[src/rtl/dco_acq_if.sv]
// DCO acquisition bundle: control/target inputs, measurement handshake and tuning words.
// master = acquisition controller, slave = DCO/counter/host side.
interface dco_acq_if #(
  parameter int CTW_W = 8,
  parameter int FTW_W = 8,
  parameter int CNT_W = 16
);
  logic             start;
  logic             abort;
  logic [CNT_W-1:0] fcw;
  logic [CNT_W-1:0] meas_count;
  logic             meas_valid;
  logic [CTW_W-1:0] CTW;
  logic [FTW_W-1:0] FTW;
  logic             dco_enable;
  logic             meas_start;
  logic             busy;
  logic             locked;
  logic             error;

  modport master (
    input  start, abort, fcw, meas_count, meas_valid,
    output CTW, FTW, dco_enable, meas_start, busy, locked, error
  );

  modport slave (
    output start, abort, fcw, meas_count, meas_valid,
    input  CTW, FTW, dco_enable, meas_start, busy, locked, error
  );
endinterface

[src/rtl/dco_acq_ctrl.sv]
// Two-pass SAR acquisition (coarse CTW, then fine FTW) against a captured target count.
// All outputs registered; each bit waits on meas_valid, bounded by TIMEOUT_CYCLES.
module dco_acq_ctrl #(
  parameter int CTW_W          = 8,
  parameter int FTW_W          = 8,
  parameter int CNT_W          = 16,
  parameter int SETTLE_CYCLES  = 4,
  parameter int TIMEOUT_CYCLES = 1024
) (
  input  logic      clk_ref,
  input  logic      rst,
  dco_acq_if.master acq
);

  localparam int K_MAX = (CTW_W > FTW_W) ? CTW_W : FTW_W;
  localparam int K_W   = (K_MAX > 1) ? $clog2(K_MAX) : 1;
  localparam int S_W   = $clog2(SETTLE_CYCLES + 1);
  localparam int T_W   = $clog2(TIMEOUT_CYCLES + 1);
  localparam logic [FTW_W-1:0] FTW_MID = FTW_W'(1) << (FTW_W - 1);

  typedef enum logic [2:0] {
    S_IDLE, S_TRIAL, S_SETTLE, S_MEAS, S_LOCKED, S_ERROR
  } state_t;

  typedef enum logic {PH_COARSE, PH_FINE} phase_t;

  state_t           state_q, nxt_state;
  phase_t           phase_q, nxt_phase;
  logic [K_W-1:0]   k_q, nxt_k;
  logic [S_W-1:0]   set_q, nxt_set;
  logic [T_W-1:0]   tmo_q, nxt_tmo;
  logic [CNT_W-1:0] fcw_q, nxt_fcw;
  logic [CTW_W-1:0] ctw_q, nxt_ctw;
  logic [FTW_W-1:0] ftw_q, nxt_ftw;
  logic             en_q, nxt_en;
  logic             ms_q, nxt_ms;
  logic             busy_q, nxt_busy;
  logic             locked_q, nxt_locked;
  logic             err_q, nxt_err;

  always_ff @(posedge clk_ref) begin
    if (rst) begin
      state_q  <= S_IDLE;
      phase_q  <= PH_COARSE;
      k_q      <= '0;
      set_q    <= '0;
      tmo_q    <= '0;
      fcw_q    <= '0;
      ctw_q    <= '0;
      ftw_q    <= FTW_MID;
      en_q     <= 1'b0;
      ms_q     <= 1'b0;
      busy_q   <= 1'b0;
      locked_q <= 1'b0;
      err_q    <= 1'b0;
    end else begin
      state_q  <= nxt_state;
      phase_q  <= nxt_phase;
      k_q      <= nxt_k;
      set_q    <= nxt_set;
      tmo_q    <= nxt_tmo;
      fcw_q    <= nxt_fcw;
      ctw_q    <= nxt_ctw;
      ftw_q    <= nxt_ftw;
      en_q     <= nxt_en;
      ms_q     <= nxt_ms;
      busy_q   <= nxt_busy;
      locked_q <= nxt_locked;
      err_q    <= nxt_err;
    end
  end

  always_comb begin
    nxt_state  = state_q;
    nxt_phase  = phase_q;
    nxt_k      = k_q;
    nxt_set    = set_q;
    nxt_tmo    = tmo_q;
    nxt_fcw    = fcw_q;
    nxt_ctw    = ctw_q;
    nxt_ftw    = ftw_q;
    nxt_en     = en_q;
    nxt_ms     = 1'b0;
    nxt_busy   = busy_q;
    nxt_locked = locked_q;
    nxt_err    = err_q;

    if (acq.abort) begin
      // Abort overrides everything, including start, but leaves the words in place.
      nxt_state  = S_IDLE;
      nxt_en     = 1'b0;
      nxt_busy   = 1'b0;
      nxt_locked = 1'b0;
      nxt_err    = 1'b0;
    end else begin
      case (state_q)
        S_IDLE, S_LOCKED, S_ERROR: begin
          if (acq.start) begin
            nxt_fcw    = acq.fcw;
            nxt_ctw    = '0;
            nxt_ftw    = FTW_MID;
            nxt_en     = 1'b1;
            nxt_busy   = 1'b1;
            nxt_locked = 1'b0;
            nxt_err    = 1'b0;
            nxt_phase  = PH_COARSE;
            nxt_k      = K_W'(CTW_W - 1);
            nxt_state  = S_TRIAL;
          end
        end
        S_TRIAL: begin
          if (phase_q == PH_COARSE) nxt_ctw[k_q] = 1'b1;
          else                      nxt_ftw[k_q] = 1'b1;
          nxt_set   = '0;
          nxt_state = S_SETTLE;
        end
        S_SETTLE: begin
          if (set_q == S_W'(SETTLE_CYCLES - 1)) begin
            nxt_ms    = 1'b1;
            nxt_tmo   = '0;
            nxt_state = S_MEAS;
          end else begin
            nxt_set = set_q + S_W'(1);
          end
        end
        S_MEAS: begin
          if (acq.meas_valid) begin
            // Too fast: drop the trial bit. Equal counts keep it.
            if (acq.meas_count > fcw_q) begin
              if (phase_q == PH_COARSE) nxt_ctw[k_q] = 1'b0;
              else                      nxt_ftw[k_q] = 1'b0;
            end
            if (k_q != '0) begin
              nxt_k     = k_q - K_W'(1);
              nxt_state = S_TRIAL;
            end else if (phase_q == PH_COARSE) begin
              nxt_phase = PH_FINE;
              nxt_ftw   = '0;
              nxt_k     = K_W'(FTW_W - 1);
              nxt_state = S_TRIAL;
            end else begin
              nxt_busy   = 1'b0;
              nxt_locked = 1'b1;
              nxt_state  = S_LOCKED;
            end
          end else if (tmo_q == T_W'(TIMEOUT_CYCLES - 1)) begin
            nxt_busy  = 1'b0;
            nxt_err   = 1'b1;
            nxt_en    = 1'b0;
            nxt_state = S_ERROR;
          end else begin
            nxt_tmo = tmo_q + T_W'(1);
          end
        end
        default: nxt_state = S_IDLE;
      endcase
    end
  end

  assign acq.CTW        = ctw_q;
  assign acq.FTW        = ftw_q;
  assign acq.dco_enable = en_q;
  assign acq.meas_start = ms_q;
  assign acq.busy       = busy_q;
  assign acq.locked     = locked_q;
  assign acq.error      = err_q;

endmodule
[src/flat_wrapper.sv]
// flat-port wrapper written by rule: the top's interface ports become plain ports
module dco_acq_ctrl_flat 
#(
  parameter int CTW_W          = 8,
  parameter int FTW_W          = 8,
  parameter int CNT_W          = 16,
  parameter int SETTLE_CYCLES  = 4,
  parameter int TIMEOUT_CYCLES = 1024
)
  (clk_ref, rst, acq_start, acq_abort, acq_fcw, acq_meas_count, acq_meas_valid, acq_CTW, acq_FTW, acq_dco_enable, acq_meas_start, acq_busy, acq_locked, acq_error);
  dco_acq_if #(.CTW_W(CTW_W), .FTW_W(FTW_W), .CNT_W(CNT_W)) acq_i ();
  input  logic clk_ref;
  input  logic rst;
  input wire logic [$bits(acq_i.start)-1:0] acq_start;
  input wire logic [$bits(acq_i.abort)-1:0] acq_abort;
  input wire logic [$bits(acq_i.fcw)-1:0] acq_fcw;
  input wire logic [$bits(acq_i.meas_count)-1:0] acq_meas_count;
  input wire logic [$bits(acq_i.meas_valid)-1:0] acq_meas_valid;
  output wire logic [$bits(acq_i.CTW)-1:0] acq_CTW;
  output wire logic [$bits(acq_i.FTW)-1:0] acq_FTW;
  output wire logic [$bits(acq_i.dco_enable)-1:0] acq_dco_enable;
  output wire logic [$bits(acq_i.meas_start)-1:0] acq_meas_start;
  output wire logic [$bits(acq_i.busy)-1:0] acq_busy;
  output wire logic [$bits(acq_i.locked)-1:0] acq_locked;
  output wire logic [$bits(acq_i.error)-1:0] acq_error;
  assign acq_i.start = acq_start;
  assign acq_i.abort = acq_abort;
  assign acq_i.fcw = acq_fcw;
  assign acq_i.meas_count = acq_meas_count;
  assign acq_i.meas_valid = acq_meas_valid;
  assign acq_CTW = acq_i.CTW;
  assign acq_FTW = acq_i.FTW;
  assign acq_dco_enable = acq_i.dco_enable;
  assign acq_meas_start = acq_i.meas_start;
  assign acq_busy = acq_i.busy;
  assign acq_locked = acq_i.locked;
  assign acq_error = acq_i.error;
  dco_acq_ctrl #(.CTW_W(CTW_W), .FTW_W(FTW_W), .CNT_W(CNT_W), .SETTLE_CYCLES(SETTLE_CYCLES), .TIMEOUT_CYCLES(TIMEOUT_CYCLES)) u_core (.clk_ref(clk_ref), .rst(rst), .acq(acq_i));
endmodule
[config.mk]
export PLATFORM = sky130hd
export DESIGN_NAME = dco_acq_ctrl_flat
export DESIGN_NICKNAME = d
export VERILOG_FILES = /design/src/rtl/dco_acq_if.sv /design/src/rtl/dco_acq_ctrl.sv /design/src/flat_wrapper.sv
export SDC_FILE = /design/constraint.sdc
export NUM_CORES = 1
export LEC_CHECK = 0
export CAP_MARGIN = 10
export CORE_MARGIN = 8
export CORE_UTILIZATION = 53
export CTS_CLUSTER_SIZE = 25
export DETAILED_ROUTE_END_ITERATION = 16
export GPL_TIMING_DRIVEN = 0
export PLACE_DENSITY = 0.8
export SKIP_CTS_REPAIR_TIMING = 1
export SLEW_MARGIN = 40
export SYNTH_ARGS = -nofsm -noshare
export SYNTH_HDL_FRONTEND = slang
export SYNTH_SLANG_ARGS = --single-unit
[constraint.sdc]
create_clock -name clk_ref -period 2.6 [get_ports clk_ref]
set_input_delay 0.52 -clock clk_ref [delete_from_list [all_inputs] [get_ports clk_ref]]
set_output_delay 0.52 -clock clk_ref [all_outputs]
set_load 0.1 [all_outputs]
Word level (Yosys, flattened, before mapping):

Cells that the tools add are included.

* flip-flop bits (word level): 58
* input bits: 37
* output and inout bits: 21
* word-level logic and storage cells: 125

* $add $sub $neg: 3
* order comparisons: 3
* eq/ne operators: 24
* mux-type cells: 54
* bitwise operators: 7
* reduce and logical (&&, ||, !) cells: 21

Operators with widths (count)
* two-way mux 8 bit: 12
* one-hot mux 8 bit (3 select lines): 2
* two-way mux 11 bit: 3
* two-way mux 3 bit: 11
* AND reduction 5 bit: 6
* one-hot mux 11 bit (2 select lines): 1
* bitwise AND 8 bit: 2
* greater-than comparator 16 bit: 1
* two-way mux 1 bit: 16
* inequality test 2 bit (second input constant): 8
* OR 8 bit: 2
* one-hot mux 3 bit (2 select lines): 2
* one-hot mux 3 bit (4 select lines): 1
* adder 11 x 1 -> 11 bit (second input constant): 1
* equality test 11 x 10 -> 1 bit (second input constant): 1
* inequality test 2 x 1 -> 1 bit (second input constant): 5
* one-hot mux 1 bit (2 select lines): 5
* equality test 3 x 2 -> 1 bit (second input constant): 3
* AND reduction 3 bit: 3
* NOT 8 bit: 1
* AND reduction 7 bit: 1
* equality test 3 bit (second input constant): 2
* inequality test 3 x 2 -> 1 bit (second input constant): 2
* inequality test 3 bit (second input constant): 2
* other kinds (14): 19

Depth between registers and ports, before layout:

Gate-level depths: netlist (run 1).

* depth after elaboration: 12
* depth in mapped cells: 9
* gate-level depth less buffers: 8

Least setup slack after synthesis (run 1):

OpenSTA, ideal clock, no wires.

* kind: input to register
* start: in acq_meas_count[15]
* end: reg u_core.ftw_q[6] (netlist: u_core.acq.FTW[6])
* setup time: 132 ps
* arrival: 1942 ps
* data required time: 2468 ps
* path slack: 526 ps
* stages: 8
* path buffers: 1
* path through: ha_1 nand4_2 nor4_2 o21ai_1 nand4_1 and4_1 buf_6 a211oi_2

* cells in the longest elaborated chain, start to end: 6

RTL lines
* start: declaration: line flat_wrapper.sv:17 `input wire logic [$bits(acq_i.meas_count)-1:0] acq_meas_count;`
* greater-than comparator 16 bit (*): line dco_acq_ctrl.sv:129 `if (acq.meas_count > fcw_q) begin`
* two-way mux 8 bit (*): line dco_acq_ctrl.sv:129
* two-way mux 8 bit: line dco_acq_ctrl.sv:136 `end else if (phase_q == PH_COARSE) begin`
* two-way mux 8 bit (*): line dco_acq_ctrl.sv:133 `if (k_q != '0) begin`
* two-way mux 8 bit (*): line dco_acq_ctrl.sv:127 `if (acq.meas_valid) begin`
* one-hot mux 8 bit (3 select lines) (*): line dco_acq_ctrl.sv:96 `case (state_q)`
* end signal: assignment: line dco_acq_ctrl.sv:64 `ftw_q <= nxt_ftw;`
* end: declaration: line dco_acq_ctrl.sv:34 `logic [FTW_W-1:0] ftw_q, nxt_ftw;`

Mark *: on every way between the ends. The rest lies on a longest branch, timed or not. The select of a mux whose other input is x is not followed.
A chain may end at the register's enable or synchronous reset.

Worst setup path after layout (run 1):

* start: in acq_meas_count[14]
* end: reg u_core.ftw_q[0] (netlist: u_core.acq.FTW[0])

The elaborated chain is that of the path after synthesis.

==> results of run 1 <==
## sequential cells by signal, summed over array words and instances (netlist names)
register	count
u_core.acq.CTW	8
u_core.acq.FTW	8
u_core.acq.busy	1
u_core.acq.dco_enable	1
u_core.acq.error	1
u_core.acq.locked	1
u_core.acq.meas_start	1
u_core.fcw_q	16
u_core.k_q	3
u_core.phase_q	1
u_core.set_q	3
u_core.state_q	3
u_core.tmo_q	11
## cell usage after synthesis (3+ instances only)
cell type,number,area share [%]
o211ai_1,3,0.68
o22a_1,4,1.1
nor2b_1,4,0.75
nand3_1,8,1.2
nand2b_1,4,0.75
a21oi_1,30,4.5
inv_1,27,3.0
o21bai_1,3,0.68
dfxtp_1,58,35
buf_6,7,2.4
nor2_1,47,5.3
a22oi_1,4,0.90
or3_1,3,0.56
o21ai_1,8,1.2
xnor2_1,3,0.79
nand2_1,28,3.2
a211oi_2,7,2.6
xor2_1,6,1.6
o21ai_0,10,1.5
nor3_1,13,2.0
clkbuf_1,6,0.68
nand4_1,6,1.1
a31oi_1,4,0.75
ha_1,21,7.9
a21oi_2,3,0.79
a21o_1,3,0.68
mux2i_1,17,5.1
## cell families after synthesis
group / Yosys count
AOI/OAI and AO/OA: 92
xor gates and xnor gates: 9
adders and majority gates: 21
buffers and inverters: 44
DFF: 58
muxes: 17
and+or+nand+nor: 143
## cell usage in the layout (no fill, tap or decap), types with 6 or more instances in the layout
cell,instances
mux2i_1,17
a21oi_1,30
dfxtp_1,58
xor2_1,6
nand4_1,6
buf_6,7
a211oi_2,7
clkbuf_1,7
o21ai_0,10
o21ai_1,8
ha_1,21
nand3_1,8
buf_2,23
nand2_1,28
clkdlybuf4s50_1,34
nor2_1,47
nor3_1,13
clkbuf_8,11
inv_1,27
## report_power, final
group | switching [mW] | internal [mW] | total (mW)
Sequential | 0.0147 | 0.910 | 0.925
Clock | 0.344 | 0.388 | 0.732
Combinational | 0.189 | 0.141 | 0.330
## worst min-delay path: stages (launching register included)
cell     delay, ns
dfxtp_1       0.32
nand2_1       0.06
o21ai_1       0.05
## final cells by class
cell class	count	share of cell area [%]
Buffer	16	2.97
Timing Repair Buffer	55	11.0
Clock inverter	3	0.371
Multi-Input combinational cell	282	48.2
Sequential cell	58	28.7
Inverter	28	2.60
Clock buffer	12	3.83
Tap cell	77	2.38
## metal layers
layer  wire length (microns)  part of all wire (%)  up-vias  track usage [%]
li1                        -                     -     1497                -
met1                    3390                    44     1337             21.0
met2                    3750                    49       63             30.8
met3                     429                   5.6       15             3.62
met4                     155                   2.0        0             8.71
met5                       0                     0        -                0
## worst max-delay path by stage
stage	from	to	slack (ns)	cells past startpoint
2_1_floorplan	acq_meas_count[15]	u_core.acq.FTW[6]	0.53	8
3_3_place_gp	acq_meas_count[15]	u_core.acq.FTW[1]	-0.14	9
3_5_place_dp	acq_meas_count[14]	u_core.acq.FTW[6]	-0.16	9
4_1_cts	acq_meas_count[14]	u_core.acq.FTW[0]	0.17	9
5_1_grt	acq_meas_count[14]	u_core.acq.FTW[0]	0.04	9
6_report	acq_meas_count[14]	u_core.acq.FTW[0]	0.17	9
## stage by stage
| step | power [mW] | setup slack, ns |
|---|---|---|
| after CTS | 1.99 | 0.171 |
| after floorplan | 1.16 | 0.526 |
| final | 1.99 | 0.168 |
| after detailed placement | 1.27 | -0.157 |
| after global placement | 1.27 | -0.142 |
| after global routing | 2.07 | 0.0403 |
==> flow_summary_export.csv, run 1 <==
group,metric,value,unit
sta,fin_worst_skew,0.00905,ns
clock_network,cts_buffers,9,
critical_path,critPathRequiredTime,2.79,ns
detailed_routing,first_pass_iters,4,
critical_path,r2r-start,"u_core.fcw_q[14]",
die,fp.coreArea,6200,sq um
synth,synth_edf_count,0,
synth,async_flop_share,0,%
detailed_routing,drt_iter0_markers,89,
hold_path,hp-class,"flip-flop to flip-flop",
synth,synth_fa_ha_area_share,7.90,%
synth,synth_area_per_cell,8.66,sq um
critical_path,end_kind,"flip-flop",
sta,min_period,2.43,ns
detailed_routing,wire_per_inst,14.5,microns
critical_path,rr_endpoint,"u_core.acq.FTW[0]",
hold_path,hold-path-cell-count,2,
synth,seq_area_frac_synth,34.9,%
sta,setup_viol,0,
critical_path,worstPathArrival,2.62,ns
clock_network,ctsRootBufferMaster,"clkbuf_8",
synth,synthXorXnorAreaFrac,2.37,%
synth,synthMuxAreaShare,5.12,%
detailed_routing,wirelength,7.72,mm
critical_path,worstPathBufferInverterCount,2,
critical_path,crit_family,"simple AND/OR/NAND/NOR gates",
placed_design,dp_hpwl,5.90,mm
die,die-area,9060,sq um
global_route,grt_pass1_vias,2911,
sta,fmax,411,MHz
pwr,vdd_drop_max,0.000304,V
global_route,grt_usage,18.0,%
sta,finalCritPeriodShare,93.5,%
global_route,overflow,0,
layout,nets,508,
clock_network,tritoncts,"built",
placed_design,place.gp.congestion,0.851,
detailed_routing,via_count,2912,
die,chipWidth,95.2,microns
layout,regArea,1160,sq um
layout,instances_no_fill,531,
synth,synth_area,3320,sq um
synth,synth_flop_cell,"dfxtp_1",
pwr,pwr_density_cell,491,nW/um^2
critical_path,cp_max_fo,7,
layout,num-fill-cells,520,
hold_path,worstHoldStart,"u_core.acq.CTW[1]",
synth,synthSimpleGateAreaFrac,23.8,%
die,row_count,29,
die,start_util,53.6,%
layout,layout-drive-gt1-share,16.5,%
global_route,grt_pass1_wl,13.1,mm
global_route,antenna_found_initial,0,
clock_network,clk_pin_slew_worst_paths,0.06,ns
synth,synth_cell_types,63,
critical_path,path_cells,"clkdlybuf4s50_1 -> ha_1 -> nand4_2 -> nor4_2 -> o21ai_1 -> nand4_1 -> and4_1 -> buf_6 -> a211oi_2",
run_status,run_status,"complete, no violations",
sta,slew_headroom,62.9,%
critical_path,critPathKind,"primary input to flip-flop",
synth,syn-num-nets,442,
layout,final_util,65.2,%
critical_path,reg2reg_slack,0.42,ns
synth,yosysWarnings,0,
critical_path,reg2reg_depth,9,
sta,tightest_slew,0.552,ns
placed_design,postPlaceCellArea,3880,sq um
layout,area_growth_syn_to_layout,21.8,%
pwr,p_leak,1.57,nW
die,fp.dieH,95.2,microns
clock_network,clk_latency,0.33,ns
die,pin_count,58,
placed_design,dp_cells,516,
sta,holdWs,0.466,ns
hold_path,worst_hold_path.endpoint,"u_core.acq.CTW[1]",
sta,finalMaxSlewViolations,0,
synth,synth_top_family_by_area,"simple AND/OR/NAND/NOR gates",
synth,synth_compound_area_share,19.1,%
synth,postSynthCellCount,384,
detailed_routing,ant_nets,0,
flow_run,cap_violations,0,
detailed_routing,drc,0,
clock_network,cts.sinks,58,
critical_path,cp_slowest_stage_delay,0.43,ns
detailed_routing,avgViaCountPerCell,5.48,
critical_path,startpoint_type,"primary input",
sta,grt_setup_unrepaired,"false",
layout,multi_input_area,1950,sq um
synth,yosys_register_bits,58,
clock_network,cts_max_path_buffers,2,
sta,timing.setup.tns,0,ns
critical_path,cp_slowest_cell,"nor4_2",
layout,antennaDiodeCount,0,
layout,stdcell_area,4050,sq um
global_route,grt_start_max_net_pins,11,
clock_network,cts.htree.levels,3,
sta,finalHoldViolCount,0,
placed_design,io_buffer_count,55,
(Power assumes the default switching activity.)
==> inputs of run 2 (changes only) <==
--- a/config.mk
+++ b/config.mk
@@ -10,7 +10,6 @@
 export CORE_UTILIZATION = 53
 export CTS_CLUSTER_SIZE = 25
 export DETAILED_ROUTE_END_ITERATION = 16
-export GPL_TIMING_DRIVEN = 0
 export PLACE_DENSITY = 0.8
 export SKIP_CTS_REPAIR_TIMING = 1
 export SLEW_MARGIN = 40
==> run 2 against run 1 <==
  * Combinational power fell by 3%
  * Via count shrank 1.9%
  * Utilization barely moved
  * Clock skew is 0.0012 ns lower
  * Non-clock buffer count fell by 6
  * Register-to-register slack better by 0.10 ns
  * Clock-buffer cell count unchanged
  * Cell area about the same
  * Hold slack better by 0.011 ns
  * Critical endpoint is now u_core.acq.FTW[6]
  * Wire length fell by 3.8%
  * Cell count fell by 1.1%
  * Sequential power rose by 0.8%
==> flow_summary_export.csv, run 2 (synthesis results as in run 1) <==
group,metric,value,unit
layout,largest_reg_flops,16,
detailed_routing,drc,0,
layout,layout-drive-gt1-share,16.5,%
pwr,vdd_drop_max,0.000363,V
hold_path,hp-class,"flip-flop to flip-flop",
critical_path,crit_family,"simple AND/OR/NAND/NOR gates",
sta,final.setup.worst_slack,0.279,ns
die,fp.coreArea,6200,sq um
die,row_count,29,
sta,finalMaxSlewViolations,0,
pwr,p_leak,1.55,nW
critical_path,worstPathArrival,2.53,ns
global_route,overflow,0,
global_route,grt_pass1_wl,12.2,mm
sta,setup_viol,0,
placed_design,place.gp.congestion,0.855,
layout,nets,502,
critical_path,cp_slowest_stage_delay,0.46,ns
global_route,grt_usage,17.1,%
layout,layout.cells.most_common_list,"dfxtp_1 (58), nor2_1 (47), clkdlybuf4s50_1 (36), a21oi_1 (30), buf_4 (29)",
critical_path,cp_max_fo,7,
detailed_routing,drt_iter0_markers,97,
clock_network,cts_max_path_buffers,2,
sta,fmax,431,MHz
layout,area_growth_syn_to_layout,21.8,%
layout,stdcell_area,4050,sq um
layout,top_regs,"u_core.fcw_q: 16 flops, u_core.tmo_q: 11 flops",
pwr,pwr_density_cell,490,nW/um^2
run_status,run_status,"complete, no violations",
layout,num-fill-cells,535,
clock_network,clk_pin_slew_worst_paths,0.06,ns
critical_path,path_cells,"clkdlybuf4s50_1 -> ha_1 -> nand4_2 -> nor4_2 -> o21ai_1 -> nand4_1 -> and4_1 -> a211oi_2",
sta,min_period,2.32,ns
critical_path,critPathRequiredTime,2.81,ns
die,pin_count,58,
layout,top_register,"u_core.fcw_q",
layout,instances_no_fill,525,
placed_design,dp_hpwl,5.65,mm
die,start_util,53.6,%
flow_run,cap_violations,0,
detailed_routing,wirelength,7.43,mm
clock_network,ctsRootBufferMaster,"clkbuf_8",
global_route,antenna_found_initial,0,
clock_network,cts.htree.levels,3,
sta,grt_setup_unrepaired,"false",
die,die-area,9060,sq um
sta,fin_worst_skew,0.00782,ns
layout,final_common_cell,"dfxtp_1",
clock_network,clk_latency,0.33,ns
critical_path,critPathKind,"primary input to flip-flop",
placed_design,postPlaceCellArea,3880,sq um
sta,finalCritPeriodShare,89.3,%
placed_design,place_ws,-0.0959,ns
die,fp.dieH,95.2,microns
detailed_routing,first_pass_iters,4,
placed_design,io_buffer_count,57,
detailed_routing,avgViaCountPerCell,5.44,
detailed_routing,wire_per_inst,14.1,microns
global_route,grt_start_max_net_pins,28,
detailed_routing,ant_nets,0,
sta,slew_headroom,63.5,%
critical_path,end_kind,"flip-flop",
critical_path,startpoint_type,"primary input",
sta,finalHoldViolCount,0,
die,chipWidth,95.2,microns
global_route,grt_pass1_vias,2672,
critical_path,cp_slowest_cell,"and4_1",
clock_network,tritoncts,"built",
placed_design,dp_cells,510,
sta,tightest_slew,0.543,ns
detailed_routing,via_count,2856,
sta,holdWs,0.476,ns
clock_network,cts_buffers,9,
layout,antennaDiodeCount,0,
critical_path,worstPathBufferInverterCount,1,
clock_network,cts.sinks,58,
==> run 2: cell types whose count changed in the layout (fill, tap and decap cells not counted), sizes merged <==
cell,delta
clkbuf,-6
buf,-1
clkdlybuf4s50,+2
dlygate4sd1,-1
==> run 2: tightest hold or removal path, delay by kind of cell, from the launching register on <==
kind               cells  cell delay [ns]
AOI/OAI and AO/OA      1             0.06
DFF                    1             0.32
and+or+nand+nor        1             0.06
==> run 2: report_power, final <==
| group | internal (mW) | leakage (nW) | switching, mW |
|---|---|---|---|
| combinational | 0.140 | 0.992 | 0.179 |
| clock | 0.388 | 0.0920 | 0.347 |
| sequential | 0.910 | 0.470 | 0.0212 |
==> run 2: final cells by class <==
cell class | count | area, sq um | share of cell area (%)
clock buffer | 12 | 155 | 3.83
inverter | 28 | 105 | 2.60
clock inverter | 3 | 15.0 | 0.371
tap | 77 | 96.3 | 2.38
multi-input combinational | 282 | 1940 | 47.9
sequential | 58 | 1160 | 28.7
timing repair buffer | 65 | 578 | 14.3
==> run 2: through the flow <==
stage,power [mW],utilization [%],TNS [ns]
2_1_floorplan,1.16,-,0
6_report,1.99,65.3,0
3_5_place_dp,1.27,62.5,-0.632
3_3_place_gp,1.26,62.5,-0.513
4_1_cts,2.00,65.3,0
5_1_grt,2.07,65.3,0
==> run 2: path summary, 6_finish.rpt <==
kind	from	endpoint	slack [ns]	cells past startpoint
max	acq_meas_count[15]	u_core.acq.FTW[6]	0.28	8
min reg2reg	u_core.acq.dco_enable	u_core.acq.dco_enable	0.48	2
max reg2reg	u_core.fcw_q[15]	u_core.acq.FTW[6]	0.52	8
min	u_core.acq.dco_enable	u_core.acq.dco_enable	0.48	2
==> run 2: routing by layer <==
metal | vias up | wire length (microns) | global-route usage, %
li1 | 1480 | - | -
met1 | 1316 | 3370 | 20.6
met2 | 49 | 3580 | 27.9
met3 | 11 | 390 | 3.86
met4 | 0 | 91 | 8.45
met5 | - | 0 | 0
==> inputs of run 3 (changes only) <==
--- a/config.mk
+++ b/config.mk
@@ -7,10 +7,9 @@
 export LEC_CHECK = 0
 export CAP_MARGIN = 10
 export CORE_MARGIN = 8
-export CORE_UTILIZATION = 53
+export CORE_UTILIZATION = 35
 export CTS_CLUSTER_SIZE = 25
 export DETAILED_ROUTE_END_ITERATION = 16
-export PLACE_DENSITY = 0.8
 export SKIP_CTS_REPAIR_TIMING = 1
 export SLEW_MARGIN = 40
 export SYNTH_ARGS = -nofsm -noshare
==> run 3 against run 2 <==
  * Register-to-register slack lost 0.07 ns
  * Largest cell class unchanged
  * Critical path type unchanged
  * Clock skew rose by 0.0027 ns
  * Maximum frequency down 2.2%
  * Utilization fell by 20 points
  * Highest routed layer unchanged
==> flow_summary_export.csv, run 3 (synthesis results as in run 1) <==
group,metric,value,unit
run_status,run_status,"complete, no violations",
layout,layout.cells.most_common_list,"dfxtp_1 (58), nor2_1 (47), clkdlybuf4s50_1 (36), a21oi_1 (30), buf_4 (30)",
critical_path,reg2reg_depth,8,
layout,antennaDiodeCount,0,
hold_path,hold-path-cell-count,2,
flow_run,cap_violations,0,
detailed_routing,avgViaCountPerCell,4.89,
clock_network,clk_latency,0.34,ns
critical_path,end_kind,"flip-flop",
clock_network,cts.htree.levels,3,
layout,area_growth_syn_to_layout,25.0,%
critical_path,critPathRequiredTime,2.80,ns
sta,fin_worst_skew,0.0106,ns
pwr,combPwrFrac,15.1,%
placed_design,postPlaceCellArea,3950,sq um
hold_path,worstHoldStart,"u_core.acq.CTW[0]",
layout,top_register,"u_core.fcw_q",
global_route,overflow,0,
sta,setup_viol,0,
sta,finalCritPeriodShare,91.3,%
clock_network,cts_buffers,9,
pwr,power.switching,0.563,mW
hold_path,hp-class,"flip-flop to flip-flop",
sta,finalMaxSlewViolations,0,
detailed_routing,via_count,2834,
layout,stdcell_area,4160,sq um
clock_network,tritoncts,"built",
detailed_routing,drt_iter0_markers,95,
sta,tightest_slew,0.562,ns
critical_path,reg2reg_slack,0.45,ns
global_route,grt_start_max_net_pins,27,
critical_path,startpoint_type,"primary input",
pwr,clkPwrFrac,40.7,%
die,row_count,35,
sta,finalHoldViolCount,0,
critical_path,worstPathArrival,2.57,ns
sta,grt_setup_unrepaired,"false",
placed_design,io_buffer_count,57,
die,die-area,12900,sq um
sta,min_period,2.37,ns
pwr,total_power,2.11,mW
die,chipWidth,113,microns
pwr,vdd_drop_max,0.000240,V
pwr,seqPwrFrac,44.3,%
sta,fmax,421,MHz
critical_path,cp_max_fo,7,
die,pin_count,58,
global_route,antenna_found_initial,0,
clock_network,cts.sinks,58,
detailed_routing,first_pass_iters,4,
die,fp.coreArea,9240,sq um
detailed_routing,wire_per_inst,13.8,microns
pwr,p_leak,1.56,nW
layout,multi_input_area,1940,sq um
critical_path,critPathKind,"primary input to flip-flop",
clock_network,ctsRootBufferMaster,"clkbuf_8",
pwr,p_int,1.54,mW
layout,nets,503,
pwr,pwr_density_cell,507,nW/um^2
critical_path,startpoint,"acq_meas_count[15]",
die,start_util,36.0,%
layout,num-fill-cells,910,
layout,top_regs,"u_core.fcw_q: 16 flops, u_core.tmo_q: 11 flops",
hold_path,worst_hold_path.endpoint,"u_core.acq.CTW[0]",
layout,final_common_cell,"dfxtp_1",
clock_network,clk_pin_slew_worst_paths,0.07,ns
placed_design,dp_hpwl,6.00,mm
sta,timing.setup.tns,0,ns
critical_path,r2r-start,"u_core.fcw_q[15]",
critical_path,rr_endpoint,"u_core.acq.FTW[2]",
clock_network,cts_max_path_buffers,2,
die,fp.dieH,113,microns
detailed_routing,wirelength,7.97,mm
placed_design,place.gp.congestion,0.832,
detailed_routing,ant_nets,0,
layout,largest_reg_flops,16,
sta,slew_headroom,62.2,%
global_route,grt_pass1_wl,13.8,mm
pwr,power_switching_share,26.7,%
layout,layout-drive-gt1-share,16.9,%
detailed_routing,drc,0,
global_route,grt_usage,13.1,%
global_route,grt_pass1_vias,2841,
layout,regArea,1160,sq um
run 3: worst max path at each step:
stage                              to  depth (start not counted)
CTS                 u_core.acq.FTW[2]                          8
detailed placement  u_core.acq.FTW[2]                          8
finish              u_core.acq.FTW[2]                          8
global placement    u_core.acq.FTW[4]                          8
global route        u_core.acq.FTW[2]                          8
floorplan           u_core.acq.FTW[6]                          8
run 3: final cells by class:
class | instances | share of cell area, %
Multi-Input combinational cell | 282 | 46.6
Clock buffer | 12 | 3.73
Inverter | 28 | 2.53
Tap cell | 129 | 3.88
Sequential cell | 58 | 27.9
Clock inverter | 4 | 1.20
Timing Repair Buffer | 66 | 14.1
run 3: layer usage:
layer / track usage (%) / up-vias / wire length, microns
met1: 15.2 / 1311 / 3660
met3: 3.59 / 9 / 310
met2: 22.3 / 38 / 3870
li1: - / 1476 / -
met4: 5.33 / 0 / 138
met5: 0 / - / 0
run 3: critical path, stage by stage:
cell and delay (ns):
clkdlybuf4s50_1 0.40, ha_1 0.31, nand4_2 0.15, nor4_2 0.34, o21ai_1 0.10, nand4_1 0.12
and4_1 0.49, a211oi_2 0.13
run 3: through the flow:
stage	std cells	util, %	hold slack (ns)	setup WS (ns)
6_report	579	45.0	0.470	0.227
2_1_floorplan	384	-	0.457	0.526
5_1_grt	579	45.0	0.487	0.0808
4_1_cts	579	45.0	0.470	0.219
3_3_place_gp	563	42.8	0.453	-0.0855
3_5_place_dp	563	42.8	0.460	-0.125
run 3: power by group through the flow:
stage | Sequential [mW] | Clock, mW | Combinational [mW]
floorplan | 0.963 | 0 | 0.199
CTS | 0.932 | 0.882 | 0.320
detailed placement | 0.952 | 0 | 0.319
finish | 0.932 | 0.857 | 0.318
global route | 0.936 | 0.920 | 0.357
global placement | 0.952 | 0 | 0.316
==> RTL change (config.mk and constraints of run 3) <==
Reset style: asynchronous (`rst`), changed in one clocked block.
--- a/src/rtl/dco_acq_ctrl.sv
+++ b/src/rtl/dco_acq_ctrl.sv
@@ -39,5 +39,5 @@
   logic             err_q, nxt_err;
 
-  always_ff @(posedge clk_ref) begin
+  always_ff @(posedge clk_ref or posedge rst) begin
     if (rst) begin
       state_q  <= S_IDLE;
Behaviour: differs if rst is asserted again (counterexample within 4 cycles, from zero or initial values and one cycle with rst high); with rst held inactive, the same outputs for 10 cycles.
==> RTL change against run 3 <==
  * Synthesized area decreased by 0.90%
  * Die area decreased by 0.77%
  * Register-to-register slack got worse by 0.05 ns
  * Maximum frequency decreased by 3.0%
  * Largest cell class unchanged
  * Wire length increased by 0.83%
  * Non-clock buffer count increased by 4
  * Cell area about the same
  * Sequential cell count unchanged
  * First-iteration DRC count increased by 35%
  * Setup slack got worse by 0.072 ns
Power is not compared: it rests on default switching activity, and its combinational part moved more than twofold at a synthesized area within 25%.
==> RTL change: results (changes against run 3) <==
status finished clean (unchanged); Final Skew 0.0111 ns (was 0.0106 ns); placed cell count 512 (was 563); CP max stage cell clkdlybuf4s50_1 (was and4_1); Hold Slack 0.504 ns (was 0.470 ns); sequential-to-total area share from yosys stat 44.1% (was 34.9%); Synthesized Nets 406 (was 442); synthesized area per cell 9.47 sq um (was 8.66 sq um); min-delay src u_core.fcw_q[5] (was u_core.acq.CTW[0]); multi-input gates 249 (was 282); Yosys cell types 52 (was 63); max incr delay on CP 0.41 ns (was 0.49 ns); largest net degree at the start of global routing 59 (was 27); FF+latch area 1450 sq um (was 1160 sq um); share of cells above drive strength 1 19.7% (was 16.9%); Post-Synth XOR/XNOR Area 2.13% (was 2.37%); Non-CTS inverters 24 (was 28); slew at the pin closest to its max-slew limit 0.515 ns (was 0.562 ns); FFs & Latches 58 (unchanged); Detailed Place HPWL 5980 um (was 6000 um); first-iteration detailed-routing DRC count 128 (was 95); Hold EP u_core.fcw_q[5] (was u_core.acq.CTW[0]); share of flip-flops with an asynchronous set or reset 100% (was 0%); Area after DPL 3990 sq um (was 3950 sq um); non-filler instance count after layout 527 (was 579); Post-synth top cells 57 x dfrtp_1, 45 x a21oi_1, 38 x nor2_1 (was 58 x dfxtp_1, 47 x nor2_1, 30 x a21oi_1); vias in the first global route 2,835 (was 2,841); compound-gate portion of the synthesized area 15.8% (was 19.1%); FF-to-FF Start u_core.fcw_q[15] (unchanged); post-synthesis adder-cell area fraction 7.98% (was 7.90%); Pwr Total between 2 and 3 mW
## RTL change: layer usage
layer / vias up / part of all wire (%) / global-route usage, %
li1: 1349 / - / -
met2: 54 / 46 / 21.5
met3: 10 / 4.8 / 2.98
met1: 1315 / 48 / 17.5
met5: - / 0 / 0
met4: 0 / 1.3 / 4.80
## RTL change: metrics by stage
| stage | setup TNS (ns) | worst slack [ns] |
|---|---|---|
| after floorplan | 0 | 0.506 |
| after global placement | -0.846 | -0.125 |
| after detailed placement | -1.48 | -0.206 |
| after CTS | 0 | 0.135 |
| after global routing | 0 | 0.000250 |
| final | 0 | 0.155 |
## RTL change: logic make-up (layout without fill, tap and decap cells)
logic type                 after synthesis  after routing
buffers and inverters                   41            109
DFF                                     58             58
and+or+nand+nor                        118            118
adders and majority gates               21             21
xor gates and xnor gates                 8              8
AOI/OAI and AO/OA                       86             86
muxes                                   16             16
